===== src/rtl/mips_pkg.sv =====
// Shared encodings for the multicycle MIPS controller: FSM states, opcodes,
// function codes and the mux/ALU select fields.
package mips_pkg;

  typedef enum logic [3:0] {
    S_FETCH    = 4'd0,
    S_DECODE   = 4'd1,
    S_MEMADR   = 4'd2,
    S_MEMRD    = 4'd3,
    S_MEMWB    = 4'd4,
    S_MEMWR    = 4'd5,
    S_EXECUTE  = 4'd6,
    S_ALUWB    = 4'd7,
    S_BRANCH   = 4'd8,
    S_ADDIEXEC = 4'd9,
    S_ADDIWB   = 4'd10,
    S_JUMP     = 4'd11
  } state_t;

  localparam logic [5:0] OP_RTYPE = 6'b000000;
  localparam logic [5:0] OP_LW    = 6'b100011;
  localparam logic [5:0] OP_SW    = 6'b101011;
  localparam logic [5:0] OP_BEQ   = 6'b000100;
  localparam logic [5:0] OP_ADDI  = 6'b001000;
  localparam logic [5:0] OP_J     = 6'b000010;

  localparam logic [5:0] FN_ADD = 6'b100000;
  localparam logic [5:0] FN_SUB = 6'b100010;
  localparam logic [5:0] FN_AND = 6'b100100;
  localparam logic [5:0] FN_OR  = 6'b100101;
  localparam logic [5:0] FN_SLT = 6'b101010;

  localparam logic [1:0] ALUOP_ADD   = 2'b00;
  localparam logic [1:0] ALUOP_SUB   = 2'b01;
  localparam logic [1:0] ALUOP_FUNCT = 2'b10;

  localparam logic [1:0] SRCB_B      = 2'b00;
  localparam logic [1:0] SRCB_FOUR   = 2'b01;
  localparam logic [1:0] SRCB_IMM    = 2'b10;
  localparam logic [1:0] SRCB_IMMSH2 = 2'b11;

  localparam logic [1:0] PCSRC_ALURES = 2'b00;
  localparam logic [1:0] PCSRC_ALUOUT = 2'b01;
  localparam logic [1:0] PCSRC_JUMP   = 2'b10;

  localparam logic [2:0] ALUC_AND = 3'b000;
  localparam logic [2:0] ALUC_OR  = 3'b001;
  localparam logic [2:0] ALUC_ADD = 3'b010;
  localparam logic [2:0] ALUC_SUB = 3'b110;
  localparam logic [2:0] ALUC_SLT = 3'b111;

endpackage


===== src/rtl/alu_decoder.sv =====
// Combinational ALU control decode from the FSM's ALUOp and the R-type Funct field.
module alu_decoder
  import mips_pkg::*;
(
  input  logic [1:0] ALUOp,
  input  logic [5:0] Funct,
  output logic [2:0] ALUControl
);

  always_comb begin
    ALUControl = ALUC_ADD;
    case (ALUOp)
      ALUOP_SUB: ALUControl = ALUC_SUB;
      ALUOP_FUNCT: begin
        case (Funct)
          FN_ADD:  ALUControl = ALUC_ADD;
          FN_SUB:  ALUControl = ALUC_SUB;
          FN_AND:  ALUControl = ALUC_AND;
          FN_OR:   ALUControl = ALUC_OR;
          FN_SLT:  ALUControl = ALUC_SLT;
          default: ALUControl = ALUC_ADD;
        endcase
      end
      default: ALUControl = ALUC_ADD;
    endcase
  end

endmodule


===== src/rtl/multicycle_controller.sv =====
// Multicycle MIPS control unit: Moore FSM sequencing fetch/decode/execute
// with memory-ready stalls, plus the ALU control decoder.
module multicycle_controller
  import mips_pkg::*;
(
  input  logic       clk,
  input  logic       rst_n,
  input  logic [5:0] Op,
  input  logic [5:0] Funct,
  input  logic       MemReady,
  output logic       MemReq,
  output logic       MemWrite,
  output logic       IorD,
  output logic       IRWrite,
  output logic       PCWrite,
  output logic       Branch,
  output logic       ALUSrcA,
  output logic       RegDst,
  output logic       MemtoReg,
  output logic       RegWrite,
  output logic       InstrDone,
  output logic       Illegal,
  output logic [1:0] PCSrc,
  output logic [1:0] ALUSrcB,
  output logic [1:0] ALUOp,
  output logic [2:0] ALUControl,
  output logic [3:0] State
);

  state_t state, state_nxt;
  logic   memreq_c, memwrite_c, irwrite_c, pcwrite_c, branch_c;
  logic   regwrite_c, done_c, illegal_c;

  always_ff @(posedge clk) begin
    if (!rst_n) state <= S_FETCH;
    else        state <= state_nxt;
  end

  always_comb begin
    state_nxt  = S_FETCH;
    memreq_c   = 1'b0;
    memwrite_c = 1'b0;
    irwrite_c  = 1'b0;
    pcwrite_c  = 1'b0;
    branch_c   = 1'b0;
    regwrite_c = 1'b0;
    done_c     = 1'b0;
    illegal_c  = 1'b0;
    IorD       = 1'b0;
    ALUSrcA    = 1'b0;
    RegDst     = 1'b0;
    MemtoReg   = 1'b0;
    PCSrc      = PCSRC_ALURES;
    ALUSrcB    = SRCB_B;
    ALUOp      = ALUOP_ADD;
    case (state)
      S_FETCH: begin
        memreq_c  = 1'b1;
        ALUSrcB   = SRCB_FOUR;
        irwrite_c = MemReady;
        pcwrite_c = MemReady;
        state_nxt = MemReady ? S_DECODE : S_FETCH;
      end
      S_DECODE: begin
        ALUSrcB = SRCB_IMMSH2;
        case (Op)
          OP_LW, OP_SW: state_nxt = S_MEMADR;
          OP_RTYPE:     state_nxt = S_EXECUTE;
          OP_BEQ:       state_nxt = S_BRANCH;
          OP_ADDI:      state_nxt = S_ADDIEXEC;
          OP_J:         state_nxt = S_JUMP;
          default: begin
            state_nxt = S_FETCH;
            illegal_c = 1'b1;
          end
        endcase
      end
      S_MEMADR: begin
        ALUSrcA   = 1'b1;
        ALUSrcB   = SRCB_IMM;
        state_nxt = (Op == OP_SW) ? S_MEMWR : S_MEMRD;
      end
      S_MEMRD: begin
        memreq_c  = 1'b1;
        IorD      = 1'b1;
        state_nxt = MemReady ? S_MEMWB : S_MEMRD;
      end
      S_MEMWB: begin
        MemtoReg   = 1'b1;
        regwrite_c = 1'b1;
        done_c     = 1'b1;
      end
      S_MEMWR: begin
        memreq_c   = 1'b1;
        IorD       = 1'b1;
        memwrite_c = 1'b1;
        done_c     = MemReady;
        state_nxt  = MemReady ? S_FETCH : S_MEMWR;
      end
      S_EXECUTE: begin
        ALUSrcA   = 1'b1;
        ALUOp     = ALUOP_FUNCT;
        state_nxt = S_ALUWB;
      end
      S_ALUWB: begin
        RegDst     = 1'b1;
        regwrite_c = 1'b1;
        done_c     = 1'b1;
      end
      S_BRANCH: begin
        ALUSrcA  = 1'b1;
        ALUOp    = ALUOP_SUB;
        branch_c = 1'b1;
        PCSrc    = PCSRC_ALUOUT;
        done_c   = 1'b1;
      end
      S_ADDIEXEC: begin
        ALUSrcA   = 1'b1;
        ALUSrcB   = SRCB_IMM;
        state_nxt = S_ADDIWB;
      end
      S_ADDIWB: begin
        regwrite_c = 1'b1;
        done_c     = 1'b1;
      end
      S_JUMP: begin
        PCSrc     = PCSRC_JUMP;
        pcwrite_c = 1'b1;
        done_c    = 1'b1;
      end
      default: state_nxt = S_FETCH;
    endcase
  end

  // Reset masks every side-effecting strobe so an aborted access never commits.
  assign MemReq    = memreq_c   & rst_n;
  assign MemWrite  = memwrite_c & rst_n;
  assign IRWrite   = irwrite_c  & rst_n;
  assign PCWrite   = pcwrite_c  & rst_n;
  assign Branch    = branch_c   & rst_n;
  assign RegWrite  = regwrite_c & rst_n;
  assign InstrDone = done_c     & rst_n;
  assign Illegal   = illegal_c  & rst_n;
  assign State     = state;

  alu_decoder u_alu_decoder (
    .ALUOp      (ALUOp),
    .Funct      (Funct),
    .ALUControl (ALUControl)
  );

endmodule


===== config.mk =====
export PLATFORM = sky130hd
export DESIGN_NAME = multicycle_controller
export DESIGN_NICKNAME = d
export VERILOG_FILES = /design/src/rtl/mips_pkg.sv /design/src/rtl/alu_decoder.sv /design/src/rtl/multicycle_controller.sv
export SDC_FILE = /design/constraint.sdc
export NUM_CORES = 1
export LEC_CHECK = 0
export CORE_MARGIN = 1.5
export CORE_UTILIZATION = 37
export DETAILED_ROUTE_END_ITERATION = 8
export GPL_TIMING_DRIVEN = 0
export PLACE_DENSITY = 0.77
export REMOVE_ABC_BUFFERS = 1
export SYNTH_ARGS = -nofsm -noshare
export SYNTH_HDL_FRONTEND = slang
export SYNTH_SLANG_ARGS = --single-unit

===== constraint.sdc =====
create_clock -name clk -period 2.9 [get_ports clk]
set_input_delay 0.87 -clock clk [delete_from_list [all_inputs] [get_ports clk]]
set_output_delay 0.87 -clock clk [all_outputs]
set_load 0.1 [all_outputs]

==> results.py, run 1 <==
metrics = {
    "final_layout": {
        "final_core_util_pct": 65.9,
        "fin_nets": 155,
        "finalInstanceArea_um2": 1150,
        "drive_gt1_share_pct": 26.7,
        "synthToLayoutAreaGrowth_pct": 65.5,
        "multiInputGateArea_um2": 616,
        "largest_register_ffs": 4,
        "layout_common_cells": "dlygate4sd2_1, nor2_1, nand2_1, clkdlybuf4s50_1",
        "fin_cells": 160,
        "regArea_um2": 90.1,
        "fillCellCount": 170,
        "layout_commonest_cell": "dlygate4sd2_1",
        "n_antenna_cell": 0,
    },
    "global_routing": {
        "grt_pass1_wl_mm": 3.58,
        "gr-total-overflow": 0,
        "grt_max_degree": 20,
        "antenna_found_initial": 0,
        "grt.total_usage_pct": 22.6,
        "grt_pass1_vias": 795,
    },
    "pwr": {
        "p_int_w": 0.000139,
        "switching_power_w": 0.000109,
        "p_clk_share_pct": 27.8,
        "switching_share_pct": 43.8,
        "power.density_nw_per_um2": 215,
        "total_power_w": 0.000248,
        "ir_worst_vdd_mv": 0.189,
        "p_comb_share_pct": 47.6,
        "p_seq_share_pct": 24.6,
        "p_leak_nw": 0.474,
    },
    "clocking": {
        "cts_buffers": 3,
        "cts_buffer_depth": 2,
        "cts_tree": "done",
        "clock_sinks": 4,
        "h-tree-depth": 1,
        "postCtsSetupBuffers": 0,
        "worst_skew_pair.late_latency_ps": 230,
        "cts-root-buf": "clkbuf_4",
        "cts_hold_buf": 0,
        "path_clk_slew_ps": 40,
    },
    "sta": {
        "max_freq_mhz": 349,
        "rsz0062_at_grt": "yes",
        "hold_violations": 0,
        "hold_slack_ps": 579,
        "period_share_pct": 98.8,
        "fin_worst_skew_ps": 3.45,
        "setup-violations-final": 0,
        "max_slew_margin_pct": 35.1,
        "period_needed_ps": 2860,
        "maxSlewViolCount": 0,
        "worst_pin_slew_ps": 970,
    },
    "detailed_routing": {
        "ant_nets": 0,
        "finalWirelength_mm": 2.19,
        "route.detailed.drc": 0,
        "num_vias": 878,
        "vias_per_cell": 5.49,
        "avgRoutedWirePerCell_um": 13.7,
        "firstDrtPassIters": 4,
        "drt-initial-drc-count": 22,
    },
    "floorplanning": {
        "die_h_um": 46.4,
        "coreArea_um2": 1750,
        "initial_core_util_pct": 39.9,
        "die_area_um2": 2150,
        "die_w_um": 46.4,
        "row_count": 15,
        "ios": 40,
    },
    "critical_path": {
        "arrival_ps": 1990,
        "end_kind": "output port",
        "cp_max_fo": 19,
        "worstSetupStartpointType": "register",
        "required_ps": 2030,
        "critPathKind": "register to output port",
    },
    "place": {
        "place_congestion": 0.771,
        "placedCellCount": 157,
        "dpl.hpwl_mm": 1.69,
        "placed_area_um2": 1070,
        "io_buffer_count": 39,
    },
    "logic_synthesis": {
        "synth-edff-count": 0,
        "yosysSeqAreaShare_pct": 11.5,
        "synth.cell_area_um2": 696,
        "async_flop_share_pct": 0,
        "yosysWarnings": 0,
        "synth-seq-cells": 4,
        "synthFlopType": "dfxtp_1",
        "synth_cell_types": 42,
        "synthesis.instances": 100,
        "avgSynthCellArea_um2": 6.96,
    },
    "run_status": {
        "status": "complete, no violations",
    },
    "worst_hold_path": {
        "hold_path.class": "register to register",
    },
    "job": {
        "cap_violations": 0,
    },
}
==> cells by family after synthesis <==
kind of cell / count (synthesis) / synth area share (%)
compound gates: 26 / 23.6
fa+ha+maj: 3 / 5.40
xor+xnor: 3 / 3.78
flops: 4 / 11.5
simple gates: 52 / 44.8
buf+inv: 11 / 9.35
mux: 1 / 1.62
==> power groups by stage <==
stage,Combinational (W),Sequential (W),Clock [W]
after floorplan,0.0000645,0.0000704,0
after global placement,0.000115,0.0000625,0
after detailed placement,0.000117,0.0000628,0
after CTS,0.000117,0.0000605,0.0000690
after global routing,0.000124,0.0000615,0.0000734
final,0.000118,0.0000610,0.0000690
==> what timing repair did <==
| item | 4_1_cts | 5_1_grt |
|---|---|---|
| pin swaps | 2 | 3 |
| gates resized for setup | 104 | 17 |
| endpoints found under the setup margin | 24 | 7 |
==> final timing paths <==
path	from	endpoint	slack [ps]	cells after the start
setup / recovery	State[2]	ALUControl[2]	40	6
hold / removal	State[2]	State[3]	580	1
setup reg to reg	State[0]	State[1]	1480	4
hold reg to reg	State[2]	State[3]	580	1
==> layer usage <==
| layer | vias up | share of wire (%) | wire length [µm] | GRT usage (%) |
|---|---|---|---|---|
| met1 | 401 | 39 | 851 | 26.3 |
| met3 | 0 | 5.9 | 128 | 2.35 |
| met4 | 0 | 0 | 0 | 6.86 |
| li1 | 437 | - | - | - |
| met2 | 40 | 55 | 1210 | 42.2 |
| met5 | - | 0 | 0 | 0 |
==> cell type report <==
| class | instances | area share [%] |
|---|---|---|
| timing repair buffer | 39 | 32.7 |
| multi-input combinational | 85 | 53.5 |
| tap | 25 | 2.72 |
| inverter | 4 | 1.30 |
| clock buffer | 3 | 1.96 |
| sequential | 4 | 7.83 |
==> through the flow <==
stage / setup WS, ps / TNS, ps
4_1_cts: 2.36 / 0
5_1_grt: -32.0 / -34.8
2_1_floorplan: -2870 / -23670
3_3_place_gp: -1130 / -12250
3_5_place_dp: -1110 / -12510
6_report: 35.9 / 0
==> synth_stat cells, types with 2 or more instances <==
library cell / count / area share (%)
and3_1: 2 / 1.8
dfxtp_1: 4 / 12
o21ai_0: 8 / 5.8
xnor2_1: 2 / 2.5
nor3b_1: 2 / 2.2
nor3_1: 7 / 5.0
buf_6: 2 / 3.2
nand2_1: 8 / 4.3
nor2b_1: 2 / 1.8
a21oi_1: 6 / 4.3
nand2b_1: 5 / 4.5
ha_1: 3 / 5.4
o211ai_1: 2 / 2.2
nand3b_1: 4 / 4.3
buf_2: 4 / 2.9
nand3_1: 2 / 1.4
nor2_1: 10 / 5.4
inv_1: 3 / 1.6
==> worst max-delay path: stages (launching register included) <==
cell and delay [ps]:
dfxtp_4 400, nand2b_4 170, or3_4 370, ha_4 290, nand4b_1 120, o21ai_1 170
buf_6 240
No activity file was read; power rests on OpenSTA's default activity.
==> run 2, diff against run 1 <==
--- a/config.mk
+++ b/config.mk
@@ -6,11 +6,12 @@
 export NUM_CORES = 1
 export LEC_CHECK = 0
 export CORE_MARGIN = 1.5
-export CORE_UTILIZATION = 37
+export CORE_UTILIZATION = 40
 export DETAILED_ROUTE_END_ITERATION = 8
 export GPL_TIMING_DRIVEN = 0
-export PLACE_DENSITY = 0.77
+export PLACE_DENSITY = 0.83
 export REMOVE_ABC_BUFFERS = 1
+export SLEW_MARGIN = 20
 export SYNTH_ARGS = -nofsm -noshare
 export SYNTH_HDL_FRONTEND = slang
 export SYNTH_SLANG_ARGS = --single-unit
==> constraint.sdc (replaced) <==
create_clock -name clk -period 3.5 [get_ports clk]
set_input_delay 1.05 -clock clk [delete_from_list [all_inputs] [get_ports clk]]
set_output_delay 1.05 -clock clk [all_outputs]
set_load 0.1 [all_outputs]
==> run 2 against run 1 <==
  * The flow now finishes with violations (DRC)
  * Sequential power is 16% lower
  * Clock power is 15% lower
  * Sequential share of layout area is 0.22 points lower
==> results.py, run 2 (synthesis results as in run 1) <==
metrics = {
    "pwr": {
        "p_leak_nw": 0.500,
        "power.density_nw_per_um2": 188,
        "total_power_w": 0.000207,
        "ir_worst_vdd_mv": 0.229,
        "switching_power_w": 0.0000890,
        "p_comb_share_pct": 46.8,
        "p_int_w": 0.000118,
        "p_seq_share_pct": 24.9,
        "p_clk_share_pct": 28.3,
        "switching_share_pct": 43.0,
    },
    "sta": {
        "maxSlewViolCount": 0,
        "period_share_pct": 98.5,
        "hold_violations": 0,
        "setup-violations-final": 0,
        "worst_pin_slew_ps": 978,
        "fin_worst_skew_ps": 5.43,
        "max_slew_margin_pct": 34.6,
        "period_needed_ps": 3450,
        "setup_slack_ps": 52.9,
        "max_freq_mhz": 290,
    },
    "global_routing": {
        "grt.total_usage_pct": 20.6,
        "antenna_found_initial": 0,
        "gr-total-overflow": 0,
        "grt_pass1_wl_mm": 3.20,
        "grt_pass1_vias": 757,
        "grt_max_degree": 20,
    },
    "clocking": {
        "clock_sinks": 4,
        "worst_skew_pair.late_latency_ps": 240,
        "cts_tree": "done",
        "cts_buffers": 3,
        "postCtsSetupBuffers": 0,
        "cts_buffer_depth": 2,
        "path_clk_slew_ps": 40,
        "h-tree-depth": 1,
        "cts-root-buf": "clkbuf_4",
    },
    "floorplanning": {
        "ios": 40,
        "die_w_um": 44.7,
        "die_area_um2": 2000,
        "coreArea_um2": 1560,
        "initial_core_util_pct": 44.6,
        "row_count": 14,
        "die_h_um": 44.7,
    },
    "place": {
        "dpl.hpwl_mm": 1.55,
        "pre_cts_ws_ps": -883,
        "placed_area_um2": 1060,
        "place_congestion": 0.853,
        "io_buffer_count": 39,
    },
    "detailed_routing": {
        "route.detailed.drc": 4,
        "finalWirelength_mm": 2.01,
        "vias_per_cell": 5.79,
        "num_vias": 875,
        "ant_nets": 0,
        "firstDrtPassIters": 6,
        "avgRoutedWirePerCell_um": 13.3,
        "drt-initial-drc-count": 20,
    },
    "critical_path": {
        "crit_slowest_cell": "clkdlybuf4s50_1",
        "worst-path-stages": 4,
        "crit_end": "InstrDone",
        "reg2reg_slack_ps": 1910,
        "cp_max_fo": 6,
        "rr_worst_depth": 4,
        "path_delay_family": "buffers and inverters",
        "crit_chain": "clkdlybuf4s50_1, a21oi_1, and4b_1, buf_2",
        "r2r_end": "State[1]",
        "required_ps": 2450,
        "arrival_ps": 2400,
        "worstSetupStartpoint": "MemReady",
        "worstSetupStartpointType": "input port",
        "critical_path.max_stage_delay_ps": 580,
        "critPathKind": "input port to output port",
        "end_kind": "output port",
        "r2r-start": "State[0]",
        "worst-path-buf-inv": 2,
    },
    "final_layout": {
        "finalInstanceArea_um2": 1100,
        "synthToLayoutAreaGrowth_pct": 58.5,
        "largest_register_ffs": 4,
        "layout_commonest_cell": "clkdlybuf4s50_1",
        "fin_nets": 155,
        "fillCellCount": 133,
        "n_antenna_cell": 0,
        "drive_gt1_share_pct": 17.0,
        "layout_common_cells": "clkdlybuf4s50_1, nor2_1, nand2_1",
    },
    "worst_hold_path": {
        "hold_path.class": "register to register",
    },
    "run_status": {
        "status": "finished with violations",
        "failed_checks": "DRC",
    },
    "job": {
        "cap_violations": 0,
    },
}
run 2: cell count changes in the layout (fill, tap and decap cells not counted), sizes merged:
cell | previous run | this run
buf | 9 | 7
dlygate4sd2 | 11 | 5
clkdlybuf4s18 | 1 | 0
clkbuf | 6 | 4
dlymetal6s2s | 3 | 7
clkdlybuf4s50 | 8 | 15
run 2: stage by stage:
stage          hold WS [ps]  util [%]  instances  setup TNS (ps)
2_1_floorplan          1120         -         93          -15570
3_3_place_gp            755      67.7        148           -7330
3_5_place_dp            758      67.7        148           -7320
4_1_cts                 762      68.0        151               0
5_1_grt                 685      70.7        151           -10.2
6_report                659      70.7        151               0
run 2: power groups by stage:
stage / clock network [W] / logic, W / registers [W]
detailed placement: 0 / 0.0000960 / 0.0000519
global route: 0.0000621 / 0.000101 / 0.0000523
floorplan: 0 / 0.0000534 / 0.0000583
global placement: 0 / 0.0000950 / 0.0000519
finish: 0.0000586 / 0.0000969 / 0.0000515
CTS: 0.0000597 / 0.0000957 / 0.0000511
run 2: how the worst min path moves through the flow:
| stage | from | end | slack, ps | cells past startpoint |
|---|---|---|---|---|
| 6_report | State[2] | State[3] | 660 | 1 |
| 2_1_floorplan | State[0] | State[1] | 1120 | 2 |
| 3_5_place_dp | State[0] | State[1] | 760 | 2 |
| 5_1_grt | State[2] | State[3] | 680 | 1 |
| 3_3_place_gp | State[0] | State[1] | 760 | 2 |
| 4_1_cts | State[0] | State[1] | 760 | 2 |
run 2: layout make-up:
cell class                 instances  area [µm²]  area share [%]
tap                               16        20.0            1.82
inverter                           4        15.0            1.36
sequential                         4        83.8            7.60
clock buffer                       3        22.5            2.04
timing repair buffer              39         390            35.4
multi-input combinational         85         571            51.8
run 2: layer usage:
metal / vias to the layer above / share of wire, % / track usage (%)
li1: 439 / - / -
met1: 399 / 44 / 29.2
met2: 37 / 48 / 33.9
met3: 0 / 8.1 / 3.20
met4: 0 / 0 / 1.82
met5: - / 0 / 0
run 2: timing repair:
item / 4_1_cts / 5_1_grt
hold buffers: 0 / 0
setup endpoints to repair: 17 / 14
gates resized for setup: 67 / 15
==> run 3, diff against run 2 <==
--- a/config.mk
+++ b/config.mk
@@ -8,7 +8,7 @@
 export CORE_MARGIN = 1.5
 export CORE_UTILIZATION = 40
 export DETAILED_ROUTE_END_ITERATION = 8
-export GPL_TIMING_DRIVEN = 0
+export GPL_TIMING_DRIVEN = 1
 export PLACE_DENSITY = 0.83
 export REMOVE_ABC_BUFFERS = 1
 export SLEW_MARGIN = 20
==> run 3 against run 2 <==
  * The run still ends with DRC left
  * Maximum frequency rose by 1.8%
  * Cell count rose by 7.3%
  * Sequential share of layout area fell by 1.3 points
  * Wire length rose by 15%
  * Via count rose by 8.5%
  * Total power rose by 7.3%
  * Worst hold slack improved by 14 ps
  * Final area rose by 16%
  * Global-route usage rose by 4.4 points
  * Register-to-register slack barely moved
  * Setup slack improved by 61 ps
  * Critical path type unchanged
  * Largest cell class unchanged
==> results.py, run 3 (synthesis results as in run 1) <==
metrics = {
    "global_routing": {
        "gr-total-overflow": 0,
        "grt.total_usage_pct": 25.0,
        "grt_max_degree": 19,
        "grt_pass1_wl_mm": 3.89,
        "grt_pass1_vias": 936,
        "antenna_found_initial": 0,
    },
    "clocking": {
        "cts_tree": "done",
        "cts_buffer_depth": 2,
        "clock_sinks": 4,
        "worst_skew_pair.late_latency_ps": 240,
        "h-tree-depth": 1,
        "cts-root-buf": "clkbuf_4",
        "cts_buffers": 3,
        "postCtsSetupBuffers": 0,
        "path_clk_slew_ps": 40,
        "cts_hold_buf": 0,
    },
    "pwr": {
        "switching_power_w": 0.0000924,
        "power.density_nw_per_um2": 174,
        "ir_worst_vdd_mv": 0.152,
        "p_leak_nw": 0.549,
        "p_clk_share_pct": 26.0,
        "p_int_w": 0.000130,
        "p_seq_share_pct": 22.7,
        "p_comb_share_pct": 51.3,
        "switching_share_pct": 41.6,
    },
    "detailed_routing": {
        "firstDrtPassIters": 8,
        "finalWirelength_mm": 2.31,
        "num_vias": 949,
        "route.detailed.drc": 4,
        "vias_per_cell": 5.86,
        "avgRoutedWirePerCell_um": 14.3,
        "ant_nets": 0,
        "drt-initial-drc-count": 31,
    },
    "critical_path": {
        "critPathKind": "input port to output port",
        "r2r_end": "State[1]",
        "path_delay_family": "buffers and inverters",
        "arrival_ps": 2340,
        "end_kind": "output port",
        "rr_worst_depth": 4,
        "r2r-start": "State[0]",
        "crit_chain": "clkdlybuf4s50_1, nor4_2, o21ai_0, nand2_1, nor3_2, buf_4, buf_12",
        "worst-path-buf-inv": 3,
        "cp_max_fo": 4,
        "reg2reg_slack_ps": 1900,
        "required_ps": 2450,
        "critical_path.max_stage_delay_ps": 530,
        "worstSetupStartpointType": "input port",
        "crit_slowest_cell": "clkdlybuf4s50_1",
    },
    "final_layout": {
        "finalInstanceArea_um2": 1270,
        "n_antenna_cell": 0,
        "drive_gt1_share_pct": 31.5,
        "final_core_util_pct": 81.8,
        "multiInputGateArea_um2": 572,
        "fillCellCount": 100,
        "regArea_um2": 80.1,
        "layout_common_cells": "buf_4, buf_12, nor2_1",
        "synthToLayoutAreaGrowth_pct": 83.3,
        "layout_commonest_cell": "buf_4",
        "fin_nets": 166,
        "largest_register_ffs": 4,
    },
    "job": {
        "cap_violations": 0,
    },
    "sta": {
        "hold_slack_ps": 673,
        "rsz0062_at_grt": "no",
        "worst_pin_slew_ps": 527,
        "setup_slack_ps": 114,
        "max_slew_margin_pct": 64.8,
        "max_freq_mhz": 295,
        "maxSlewViolCount": 0,
        "period_needed_ps": 3390,
        "fin_worst_skew_ps": 2.98,
        "setup-violations-final": 0,
        "period_share_pct": 96.7,
        "hold_violations": 0,
    },
    "floorplanning": {
        "ios": 40,
        "initial_core_util_pct": 44.6,
        "die_h_um": 44.7,
        "die_area_um2": 2000,
        "coreArea_um2": 1560,
        "die_w_um": 44.7,
        "row_count": 14,
    },
    "worst_hold_path": {
        "hp-start": "State[2]",
        "min_delay_path_depth": 2,
        "hold_path.class": "register to register",
        "worstHoldEndpoint": "State[3]",
    },
    "run_status": {
        "failed_checks": "DRC",
        "status": "finished with violations",
    },
    "place": {
        "io_buffer_count": 39,
        "pre_cts_ws_ps": -63.9,
        "dpl.hpwl_mm": 1.85,
        "placed_area_um2": 1230,
        "place_congestion": 0.856,
    },
}
run 3: cell count changes in the layout (fill, tap and decap cells not counted), moves of 3 or more:
cell,before,now
buf_12,0,12
buf_2,3,0
buf_4,1,24
buf_6,3,0
clkdlybuf4s15_2,4,0
clkdlybuf4s50_1,15,9
dfxtp_1,1,4
dfxtp_2,3,0
dlygate4sd2_1,5,2
dlymetal6s2s_1,7,3
run 3: what timing repair did:
action / 4_1_cts / 5_1_grt
setup endpoints to repair: 1 / 5
pin swaps: 0 / 2
gates resized for setup: 4 / 5
run 3: stage by stage:
stage,TNS [ps],std cells,power [W]
after floorplan,-15570,93,0.000112
after CTS,0,162,0.000220
after global routing,0,162,0.000229
final,0,162,0.000222
after detailed placement,-63.9,159,0.000164
after global placement,0,159,0.000161
run 3: metal layers:
layer  up-vias  routed length, µm  track usage, %
met3         8                174            1.60
met2        51               1190            47.5
met4         0                 54            10.9
li1        459                  -               -
met5         -                  0               0
met1       431                896            28.0
run 3: worst max-delay path by stage:
stage	startpoint	to	slack (ps)	cells after the start
after global placement	Op[1]	Illegal	20	7
after CTS	Op[2]	Illegal	7	7
after detailed placement	Op[1]	Illegal	-60	7
after floorplan	State[1]	ALUControl[2]	-2450	6
final	Op[3]	Illegal	110	7
after global routing	Op[3]	Illegal	20	7
run 3: final cells by class:
type,count,area share [%]
Clock buffer,3,1.77
Inverter,4,1.18
Sequential cell,4,6.28
Multi-Input combinational cell,85,44.8
Timing Repair Buffer,50,44.4
Tap cell,16,1.57
run 3: tightest hold or removal path: cells and delay by family, from the launching register on:
family / cells / cell delay [ps]
buf+inv: 1 / 210
compound gates: 1 / 80
flops: 1 / 320
run 3: power by group through the flow:
stage | clock network (W) | registers (W) | logic [W]
after detailed placement | 0 | 0.0000510 | 0.000113
final | 0.0000577 | 0.0000504 | 0.000114
after CTS | 0.0000568 | 0.0000503 | 0.000113
after global placement | 0 | 0.0000508 | 0.000111
after global routing | 0.0000586 | 0.0000510 | 0.000119
after floorplan | 0 | 0.0000583 | 0.0000534
